`src/rtl/hazard_ctrl.sv`:
```
// Pipeline hazard and flow controller for the five-stage core.
// Generates stall/flush/hold controls for the pipeline registers:
// load-use stalls, branch-redirect bubbles and data-memory wait freezes.
// Also keeps saturating counters of stall cycles and accepted redirects.
module hazard_ctrl #(
    parameter int unsigned FLUSH_CYCLES = 1,
    parameter int unsigned CNT_W        = 32
) (
    input  logic             clk,
    input  logic             reset,
    input  logic [4:0]       id_rs1,
    input  logic [4:0]       id_rs2,
    input  logic             id_uses_rs1,
    input  logic             id_uses_rs2,
    input  logic [4:0]       ex_rd,
    input  logic             ex_MemRead,
    input  logic             ex_branch_taken,
    input  logic             dmem_req,
    input  logic             dmem_ready,
    output logic             pc_stall,
    output logic             if_id_stall,
    output logic             if_id_flush,
    output logic             id_ex_flush,
    output logic             id_ex_hold,
    output logic             ex_mem_hold,
    output logic             mem_wb_bubble,
    output logic [1:0]       state,
    output logic [CNT_W-1:0] stall_cnt,
    output logic [CNT_W-1:0] redirect_cnt
);

    typedef enum logic [1:0] {
        RUN      = 2'd0,
        REDIRECT = 2'd1,
        MEM_WAIT = 2'd2
    } state_t;

    localparam logic [3:0]       BUBBLE_LOAD = 4'(FLUSH_CYCLES - 1);
    localparam logic [CNT_W-1:0] CNT_ONE     = CNT_W'(1);

    state_t     state_q, state_d;
    state_t     saved_q, saved_d;
    state_t     eff_state;
    logic [3:0] bcnt_q, bcnt_d;
    logic       redir_inc;
    logic       memwait;
    logic       loaduse;

    assign memwait = dmem_req & ~dmem_ready;
    assign loaduse = ex_MemRead & (ex_rd != 5'd0) &
                     ((id_uses_rs1 & (id_rs1 == ex_rd)) |
                      (id_uses_rs2 & (id_rs2 == ex_rd)));

    // MEM_WAIT is transparent once memory is ready: the saved state's rules
    // apply in that same cycle, so a branch frozen in EX is seen exactly once.
    assign eff_state = (state_q == MEM_WAIT) ? saved_q : state_q;

    assign state = state_q;

    // Next-state and control outputs, prioritised memwait > branch > bubble > load-use.
    always_comb begin
        pc_stall      = 1'b0;
        if_id_stall   = 1'b0;
        if_id_flush   = 1'b0;
        id_ex_flush   = 1'b0;
        id_ex_hold    = 1'b0;
        ex_mem_hold   = 1'b0;
        mem_wb_bubble = 1'b0;
        redir_inc     = 1'b0;
        state_d       = state_q;
        saved_d       = saved_q;
        bcnt_d        = bcnt_q;
        if (reset) begin
            state_d = RUN;
        end else if (memwait) begin
            pc_stall      = 1'b1;
            if_id_stall   = 1'b1;
            id_ex_hold    = 1'b1;
            ex_mem_hold   = 1'b1;
            mem_wb_bubble = 1'b1;
            state_d       = MEM_WAIT;
            saved_d       = eff_state;
        end else if (ex_branch_taken) begin
            if_id_flush = 1'b1;
            id_ex_flush = 1'b1;
            redir_inc   = 1'b1;
            if (FLUSH_CYCLES > 1) begin
                bcnt_d  = BUBBLE_LOAD;
                state_d = REDIRECT;
            end else begin
                state_d = RUN;
            end
        end else if (eff_state == REDIRECT) begin
            if_id_flush = 1'b1;
            id_ex_flush = 1'b1;
            if (bcnt_q <= 4'd1) begin
                bcnt_d  = 4'd0;
                state_d = RUN;
            end else begin
                bcnt_d  = bcnt_q - 4'd1;
                state_d = REDIRECT;
            end
        end else begin
            state_d = RUN;
            if (loaduse) begin
                pc_stall    = 1'b1;
                if_id_stall = 1'b1;
                id_ex_flush = 1'b1;
            end
        end
    end

    // State, bubble counter and saturating performance counters.
    always_ff @(posedge clk) begin
        if (reset) begin
            state_q      <= RUN;
            saved_q      <= RUN;
            bcnt_q       <= 4'd0;
            stall_cnt    <= '0;
            redirect_cnt <= '0;
        end else begin
            state_q <= state_d;
            saved_q <= saved_d;
            bcnt_q  <= bcnt_d;
            if (pc_stall && (stall_cnt != '1))
                stall_cnt <= stall_cnt + CNT_ONE;
            if (redir_inc && (redirect_cnt != '1))
                redirect_cnt <= redirect_cnt + CNT_ONE;
        end
    end

endmodule

```
`config.mk`:
```
export PLATFORM = sky130hd
export DESIGN_NAME = hazard_ctrl
export DESIGN_NICKNAME = d
export VERILOG_FILES = /design/src/rtl/hazard_ctrl.sv
export SDC_FILE = /design/constraint.sdc
export NUM_CORES = 1
export LEC_CHECK = 0
export BUFFER_PORTS_ARGS = -buffer_cell sky130_fd_sc_hd__clkbuf_2
export CAP_MARGIN = 40
export CELL_PAD_IN_SITES_DETAIL_PLACEMENT = 1
export CELL_PAD_IN_SITES_GLOBAL_PLACEMENT = 1
export CORE_UTILIZATION = 39
export DETAILED_ROUTE_END_ITERATION = 12
export PLACE_DENSITY = 0.76
export SLEW_MARGIN = 20
export SYNTH_ARGS = -nofsm -noshare
export SYNTH_HDL_FRONTEND = slang
export SYNTH_SLANG_ARGS = --single-unit
```
`constraint.sdc`:
```
create_clock -name clk -period 2.56 [get_ports clk]
set_input_delay 0.256 -clock clk [delete_from_list [all_inputs] [get_ports clk]]
set_output_delay 0.256 -clock clk [all_outputs]
set_load 0.01 [all_outputs]
```
==> results of run 1 <==
critical path, delay by kind of cell, from the launching register on:
kind	cells	cell delay, ns
AND/OR/NAND/NOR	6	1.60
flip-flops	1	0.46
XOR/XNOR	1	0.12
cells in the mapped netlist, drive strengths merged:
cell type / instances
a31o: 3
xnor2: 40
a31oi: 2
a21oi: 14
nor4b: 3
buf: 8
a311oi: 1
nand3: 24
nand2: 29
a21boi: 1
clkbuf: 11
and4bb: 1
nor2b: 4
nor3: 21
o31ai: 1
mux2: 1
nand2b: 5
or2: 2
nand4: 21
ha: 4
nor2: 79
nand3b: 1
or4: 5
and4: 4
o21a: 2
and2b: 1
mux2i: 3
nand4b: 2
and2: 3
dfxtp: 72
nor3b: 3
nor4: 10
or3b: 2
or3: 3
and3: 11
inv: 7
xor2: 22
and3b: 1
o22ai: 1
o21ai: 4
o41ai: 1
flip-flops by register name, indices dropped and copies added (netlist names):
signal / flops
stall_cnt: 32
redirect_cnt: 32
state: 2
saved_q: 2
bcnt_q: 4
cell usage in the layout, fill, tap and decap left out, drive strengths merged, types with 3 or more instances in the layout:
cell type,netlist,routed
nor2b,4,4
a31o,3,3
and4,4,4
dfxtp,72,72
nor4,10,10
nor3b,3,3
and2,3,3
inv,7,7
nor4b,3,3
bufinv,0,3
ha,4,4
o21ai,4,4
nand2,29,29
and3,11,11
nand4,21,21
nand2b,5,5
clkbuf,11,106
nor2,79,79
or3,3,3
xnor2,40,40
a21oi,14,14
xor2,22,22
buf,8,22
mux2i,3,3
or4,5,5
nor3,21,21
nand3,24,24
report_power, final:
part / internal (µW) / switching, µW / total (µW)
clock network: 675 / 437 / 1110
logic: 53.2 / 74.1 / 127
registers: 1120 / 4.64 / 1130
total: 1850 / 516 / 2370
repair_timing:
item | in CTS | in global routing
setup buffers | 0 | 0
hold endpoints to repair | 0 | 0
endpoints found under the setup margin | 0 | 1
gates resized for setup | 0 | 1
path summary, 6_finish.rpt:
kind	endpoint	slack, ns	start	cells after the start
hold reg to reg	saved_q[0]$_SDFFE_PP0P_	0.49	saved_q[0]$_SDFFE_PP0P_	2
hold / removal	state[1]$_SDFF_PP0_	0.24	dmem_req	3
setup reg to reg	redirect_cnt[31]$_SDFFE_PP0P_	0.27	redirect_cnt[10]$_SDFFE_PP0P_	7
setup / recovery	redirect_cnt[31]$_SDFFE_PP0P_	0.27	redirect_cnt[10]$_SDFFE_PP0P_	7
layout make-up:
type	count	area [µm²]
Inverter	7	26.3
Clock buffer	11	141
Multi-Input combinational cell	335	2060
Clock inverter	5	104
Sequential cell	72	1440
Tap cell	108	135
Fill cell	1132	4340
Timing Repair Buffer	117	641
cells by family (layout without fill, tap and decap cells):
group / count (synthesis) / in the layout / synth area share, %
AND/OR/NAND/NOR: 235 / 235 / 33.8
flip-flops: 72 / 72 / 39.5
buffers and inverters: 26 / 140 / 4.25
multiplexers: 4 / 4 / 1.13
adder cells (fa/ha/maj): 4 / 4 / 1.37
AO/OA/AOI/OAI: 30 / 30 / 5.04
XOR/XNOR: 62 / 62 / 14.9
through the flow:
stage	worst slack, ns	power (µW)
6_report	0.274	2370
5_1_grt	0.0186	2450
3_3_place_gp	0.300	1280
3_5_place_dp	0.218	1280
2_1_floorplan	0.331	1230
4_1_cts	0.225	2390
routing by layer:
layer  GRT usage [%]  wire, µm  part of all wire, %
met5               0         0                    0
met4            6.89       131                  1.3
met3            3.05       245                  2.5
met2            38.1      4870                   49
met1            27.6      4650                   47
==> impl_results.md, run 1 <==
* Outcome: finished clean
* Count of placed standard cells in the final layout, fillers left out at about 660
* Worst-Skew Late Latency at 0.34 ns
* First drt pass iteration count at 4
* Row cnt at 34
* Vias in the first global route at 3480
* Root Driver: sky130_fd_sc_hd__clkbuf_8
* Hold slack at ~0.24 ns
* Top achievable clock speed at between 400 and 500 MHz
* Cts bufs inserted at 9
* Setup clock skew after layout at 0.0108 ns
* Class of the most critical setup path: flop to flop
* Max clock buf depth at 2
* Total number of vias at 3468
* Number of synthesized register bits at 72
* Area after DPL at around 4300 µm²
* Share of Yosys cell area claimed by the top area cell type at 39.5%
* Horizontal die dimension at slightly below 100 µm
* Unrepaired setup endpoints after global routing: false
* Transition time of the tightest slew-check pin at 0.602 ns
* Syn Nets at 460
* Overflow left after global routing at 0
* Die Ht at 98.7 µm
* Number of warnings issued by yosys at 0
* Htree depth at 3
* Routed length per placed instance at 15.1 µm
* Arrival time at the worst endpoint at 2.52 ns
* Number of pins with negative max-slew slack in the final report at 0
* Cell type of the slowest stage on the worst timing path: sky130_fd_sc_hd__nor4_1
* DR iter-0 viols at 74
* Number of instances in the synthesized netlist at 433
* Boundary Pins at 96
* CTS tree: built
* Largest net degree at the start of global routing at 34
* Slowest stage delay, CP at 0.50 ns
* Total wirelength of the detailed-routed design at 9.90 mm
* Kind of end point of the critical path: flop
* Required time at the worst-slack endpoint at 2.79 ns
* Cell area after technology mapping at between 3000 and 4000 µm²
* Critical Path Start Type: flop
* Register clock-pin slew on the reported worst setup and hold paths at 0.08 ns
* Total non-filler cell area in the finished layout at about 4500 µm²
* Max-slew headroom at the worst pin at 59.8%
* Count of endpoints failing setup in the final report at 0
* Tightest Hold Check Type: primary input to flop
* Number of antenna violations at the first check in global routing at 0
* Growth of design area from synthesis to finish at 24.7%
* Drt drc at 0
* Peak fanout along the critical path at 6
* Share of the core filled with cells in the final layout at 51.2%
* Area inside the core boundary at 8890 µm²
* Register area share after synthesis at 39.5%
* Post-route fraction of the period consumed by the critical path at 89.3%
* RD Place Congestion at between 0.8 and 0.9
* N_diodes at 0
* Layout cells sized above 1 at 27.4%
* Avg Synthesized Cell Area at around 8.4 µm²
* Maximum ir drop on the vdd rail at 0.000286 V
* Synth top area cells: sky130_fd_sc_hd__dfxtp_1 (40%), sky130_fd_sc_hd__xnor2_1 (9.6%), sky130_fd_sc_hd__nor2_1 (8.1%)
* Fin. Hold Viols at 0
* Inst Count DP at 639
* Cell-by-cell listing of the critical path: nand4_2 > nor4_1 > and3_1 > nor3b_2 > and4_1 > xnor2_1 > nor2_1
* Static power due to leakage at 0.00182 µW
* Routed vias/inst at ~5.3
* Quantity of I/O buffers inserted on ports at 95
* Hold-fix buffers, CTS at 0
* Placed wire-length estimate at roughly 7.6 mm
* Final nets at approximately 570
* Number of routed nets with antenna violations at 0
* Area of the die at 9750 µm²
* Post-Route Setup TNS at 0 ns
* Library cell with the largest summed area after synthesis: sky130_fd_sc_hd__dfxtp_1
* Post-synthesis cell type count at 55
* Initial Utilization at 41.0%
* Final worst path period need at roughly 2.3 ns
* Clock net sink count at 72
* Cell area power density at 520 nW/µm²
* Max Cap Violations at 0
* Global-route wire length before repair at roughly 17 mm
* Overall track demand over capacity in global routing at 21.7%
No activity file was read; power rests on OpenSTA's default activity.
==> run 2, diff against run 1 <==
--- a/config.mk
+++ b/config.mk
@@ -5,13 +5,15 @@
 export SDC_FILE = /design/constraint.sdc
 export NUM_CORES = 1
 export LEC_CHECK = 0
+export ABC_AREA = 1
 export BUFFER_PORTS_ARGS = -buffer_cell sky130_fd_sc_hd__clkbuf_2
 export CAP_MARGIN = 40
 export CELL_PAD_IN_SITES_DETAIL_PLACEMENT = 1
 export CELL_PAD_IN_SITES_GLOBAL_PLACEMENT = 1
-export CORE_UTILIZATION = 39
+export CORE_UTILIZATION = 38
+export CTS_CLUSTER_DIAMETER = 200
 export DETAILED_ROUTE_END_ITERATION = 12
-export PLACE_DENSITY = 0.76
+export PLACE_DENSITY = 0.77
 export SLEW_MARGIN = 20
 export SYNTH_ARGS = -nofsm -noshare
 export SYNTH_HDL_FRONTEND = slang
==> run 2 against run 1 <==
Net effect: non-clock buffer count down 9; wire length up 59%; combinational power up 13%; highest routed layer unchanged; flip-flop and latch count unchanged; via count up 51%; hold slack better by 0.014 ns.
==> impl_results.md, run 2 <==
* Outcome: finished clean
* Most frequent cells after synthesis: sky130_fd_sc_hd__nand2_1 (270), sky130_fd_sc_hd__nor2_1 (104), sky130_fd_sc_hd__dfxtp_1 (72)
* First drt pass iteration count at 4 (unchanged)
* Metal3 WL at 680 µm (+180%)
* Initial Utilization at 39.8% (-1.2 points)
* Cell-by-cell listing of the critical path: nand2_1 > inv_1 > o21ai_0 > nand2_1 > nor2_1 > nand3_1 > nand2_1 > buf_4 > clkbuf_2
* Global-route wire length before repair at 26.4 mm (+55%)
* Placed wire-length estimate at 11.8 mm (+55%)
* Count of filler cells inserted in the layout at 1628 (+44%)
* Peak fanout along the critical path at 35 (+29)
* Fin. Hold Viols at 0 (unchanged)
* Cell area power density at 465 nW/µm² (-11%)
* Worst-Skew Late Latency at 0.35 ns (about the same)
* Required time at the worst-slack endpoint at 2.30 ns (-0.49 ns)
* Async set-reset flop share out of synthesis at 0% (unchanged)
* Share of Yosys cell area claimed by the top area cell type at 31.1% (-8.4 points)
* Cts bufs inserted at 9 (unchanged)
* Cell type of the slowest stage on the worst timing path: sky130_fd_sc_hd__buf_4
* Die Ht at 113 µm (+14%)
* Hold-fix buffers, CTS at 0 (unchanged)
* Transition time of the tightest slew-check pin at 0.644 ns (+0.0424 ns)
* RD Place Congestion at 0.882 (+8.3%)
* Boundary Pins at 96 (unchanged)
* Class of the most critical setup path: flop to output pin
* Routed length per placed instance at 15.6 µm (+3.3%)
* Number of routed nets with antenna violations at 0 (unchanged)
* Worst path bufs/invs at 3 (+3)
* Post-route fraction of the period consumed by the critical path at 90.3% (+1.0 points)
* Synth Area in XOR/XNOR at 6.42% (-8.5 points)
* CTS tree: built
* Total power draw at 2590 µW (+9.2%)
* Cell area after technology mapping at 4640 µm² (+27%)
* Avg Synthesized Cell Area at 6.07 µm² (-28%)
* Area inside the core boundary at 11700 µm² (+31%)
* Depth of the critical timing path with buffers and inverters included at 9 (+2)
* Main synth FF type: sky130_fd_sc_hd__dfxtp_1
* Static power due to leakage at 0.00228 µW (+26%)
* Top-count cell post-synth: sky130_fd_sc_hd__nand2_1
* Portion of netlist area occupied by mux cells at 0% (-1.1 points)
* N_diodes at 0 (unchanged)
* Synthesized-area fraction occupied by ao, oa, aoi and oai cells at 8.47% (+3.4 points)
* Growth of design area from synthesis to finish at 19.7%
* Number of pins with negative max-slew slack in the final report at 0 (unchanged)
* Syn Nets at 792 (+72%)
* Row cnt at 39 (+15%)
* Hold slack at 0.251 ns (+0.0138 ns)
* Total wirelength of the detailed-routed design at 15.7 mm (+59%)
* Register area share after synthesis at 31.1% (-8.4 points)
* Main combinational cell family by area after synthesis: simple AND/OR/NAND/NOR gates
* Max clock buf depth at 2 (unchanged)
* Number of synthesized flops with an enable pin at 0 (unchanged)
* Slowest stage delay, CP at 0.39 ns (-0.11 ns)
* DR iter-0 viols at 313 (+320%)
* Total number of vias at 5253 (+51%)
* Area after DPL at 5250 µm² (+22%)
* Most used cell along the critical path: sky130_fd_sc_hd__nand2_1
* Adder-Cell Fraction of Synth Area at 1.08% (-0.29 points)
* Commonest cells after routing, fill and taps aside: sky130_fd_sc_hd__nand2_1 (270), sky130_fd_sc_hd__nor2_1 (104), sky130_fd_sc_hd__clkbuf_2 (95), sky130_fd_sc_hd__dfxtp_1 (72), sky130_fd_sc_hd__inv_1 (64)
* Horizontal die dimension at 113 µm (+14%)
* Layout cells sized above 1 at 15.7% (-12 points)
* Largest registers: redirect_cnt: 32 flops, stall_cnt: 32 flops, bcnt_q: 4 flops
* Top achievable clock speed at 432 MHz (-1.2%)
* Arrival time at the worst endpoint at 2.06 ns (-0.46 ns)
* Most common cell after layout, fill and taps aside: sky130_fd_sc_hd__nand2_1
* Tightest Hold Check Type: primary input to flop
* Hold-critical path depth at 4 (+1)
* Synth top area cells: sky130_fd_sc_hd__dfxtp_1 (31%), sky130_fd_sc_hd__nand2_1 (22%), sky130_fd_sc_hd__nor2_1 (8.4%)
* Overflow left after global routing at 0 (unchanged)
* Register clock-pin slew on the reported worst setup and hold paths at 0.06 ns (-0.02 ns)
* Area of the die at 12700 µm² (+30%)
* Maximum ir drop on the vdd rail at 0.000323 V (+13%)
* Unrepaired setup endpoints after global routing: false
* Kind of end point of the critical path: output pin
* Number of post-CTS setup repair buffers at 0 (unchanged)
* Vias in the first global route at 5356 (+54%)
* Worst Reg2Reg Path Length in Cells at 12 (+5)
* DR WL met2 at 7.31 mm (+50%)
* Post-synthesis cell type count at 28 (-49%)
* Number of warnings issued by yosys at 0 (unchanged)
* Post-CTS Resized at 0 (unchanged)
* Sum of routed wire segments on met1 at 7.51 mm (+61%)
* Top Layer Used: met4
* Clock net sink count at 72 (unchanged)
* Number of synthesized register bits at 72 (unchanged)
* Root Driver: sky130_fd_sc_hd__clkbuf_16
* Htree depth at 3 (unchanged)
* Overall track demand over capacity in global routing at 26.3% (+4.5 points)
* Final worst path period need at 2.31 ns (+0.0266 ns)
* Drt drc at 0 (unchanged)
* Largest delay contributor family on the critical path: buffers and inverters
* Count of endpoints failing setup in the final report at 0 (unchanged)
* Setup clock skew after layout at 0.00956 ns (-0.00128 ns)
* Critical Path Start Type: flop
* Largest net degree at the start of global routing at 36 (+5.9%)
* Max Cap Violations at 0 (unchanged)
* Library cell with the largest summed area after synthesis: sky130_fd_sc_hd__dfxtp_1
* Final nets at 886 (+56%)
* Number of antenna violations at the first check in global routing at 0 (unchanged)
* Post-Route Setup TNS at 0 ns (unchanged)
* Total non-filler cell area in the finished layout at 5560 µm² (+22%)
* Simple-Gate Fraction of Synth Area at 44.3% (+10 points)
* Number of instances in the synthesized netlist at 765 (+77%)
* Routed vias/inst at 5.22 (-1.5%)
* Quantity of I/O buffers inserted on ports at 95 (unchanged)
* Max-slew headroom at the worst pin at 56.7% (-3.1 points)
-- run 2: path summary, 6_finish.rpt --
kind	from	endpoint	slack, ns
setup / recovery	state[1]$_SDFF_PP0_	if_id_stall	0.25
hold reg to reg	saved_q[0]$_SDFFE_PP0P_	saved_q[0]$_SDFFE_PP0P_	0.47
hold / removal	dmem_ready	state[1]$_SDFF_PP0_	0.25
setup reg to reg	redirect_cnt[0]$_SDFFE_PP0P_	redirect_cnt[24]$_SDFFE_PP0P_	0.34
-- run 2: layout make-up --
cell class / count / area [µm²] / share of cell area, %
tap: 143 / 179 / 3.22
clock buffer: 10 / 239 / 4.30
multi-input combinational: 602 / 2800 / 50.3
inverter: 66 / 248 / 4.46
sequential: 72 / 1440 / 25.9
timing repair buffer: 108 / 586 / 10.5
clock inverter: 6 / 67.6 / 1.22
-- run 2: power by group --
group | switching (µW) | internal, µW
registers | 4.79 | 1120
logic | 98.5 | 44.7
clock network | 530 | 785
total | 633 | 1950
-- run 2: metal layers --
metal / GRT usage (%) / up-vias
li1: - / 2631
met1: 34.4 / 2493
met2: 44.3 / 115
met3: 3.46 / 14
met4: 9.42 / 0
met5: 0 / -
-- run 2: kinds of logic after synthesis --
family	after synthesis
buffers and inverters	91
DFF	72
adders and majority gates	4
AOI/OAI and AO/OA	77
xor gates and xnor gates	34
and+or+nand+nor	487
-- run 2: worst reg2reg max path: cells and delay by family, from the launching register on --
kind	cells	cell delay, ns
simple gates	9	1.06
flops	1	0.42
buf+inv	2	0.40
fa+ha+maj	1	0.23
-- run 2: stage by stage --
stage	worst slack (ns)	cells	util (%)
after global placement	0.508	991	45.0
after global routing	0.0512	1007	47.6
final	0.247	1007	47.6
after CTS	0.212	1007	47.6
after floorplan	0.761	765	-
after detailed placement	0.366	991	45.0
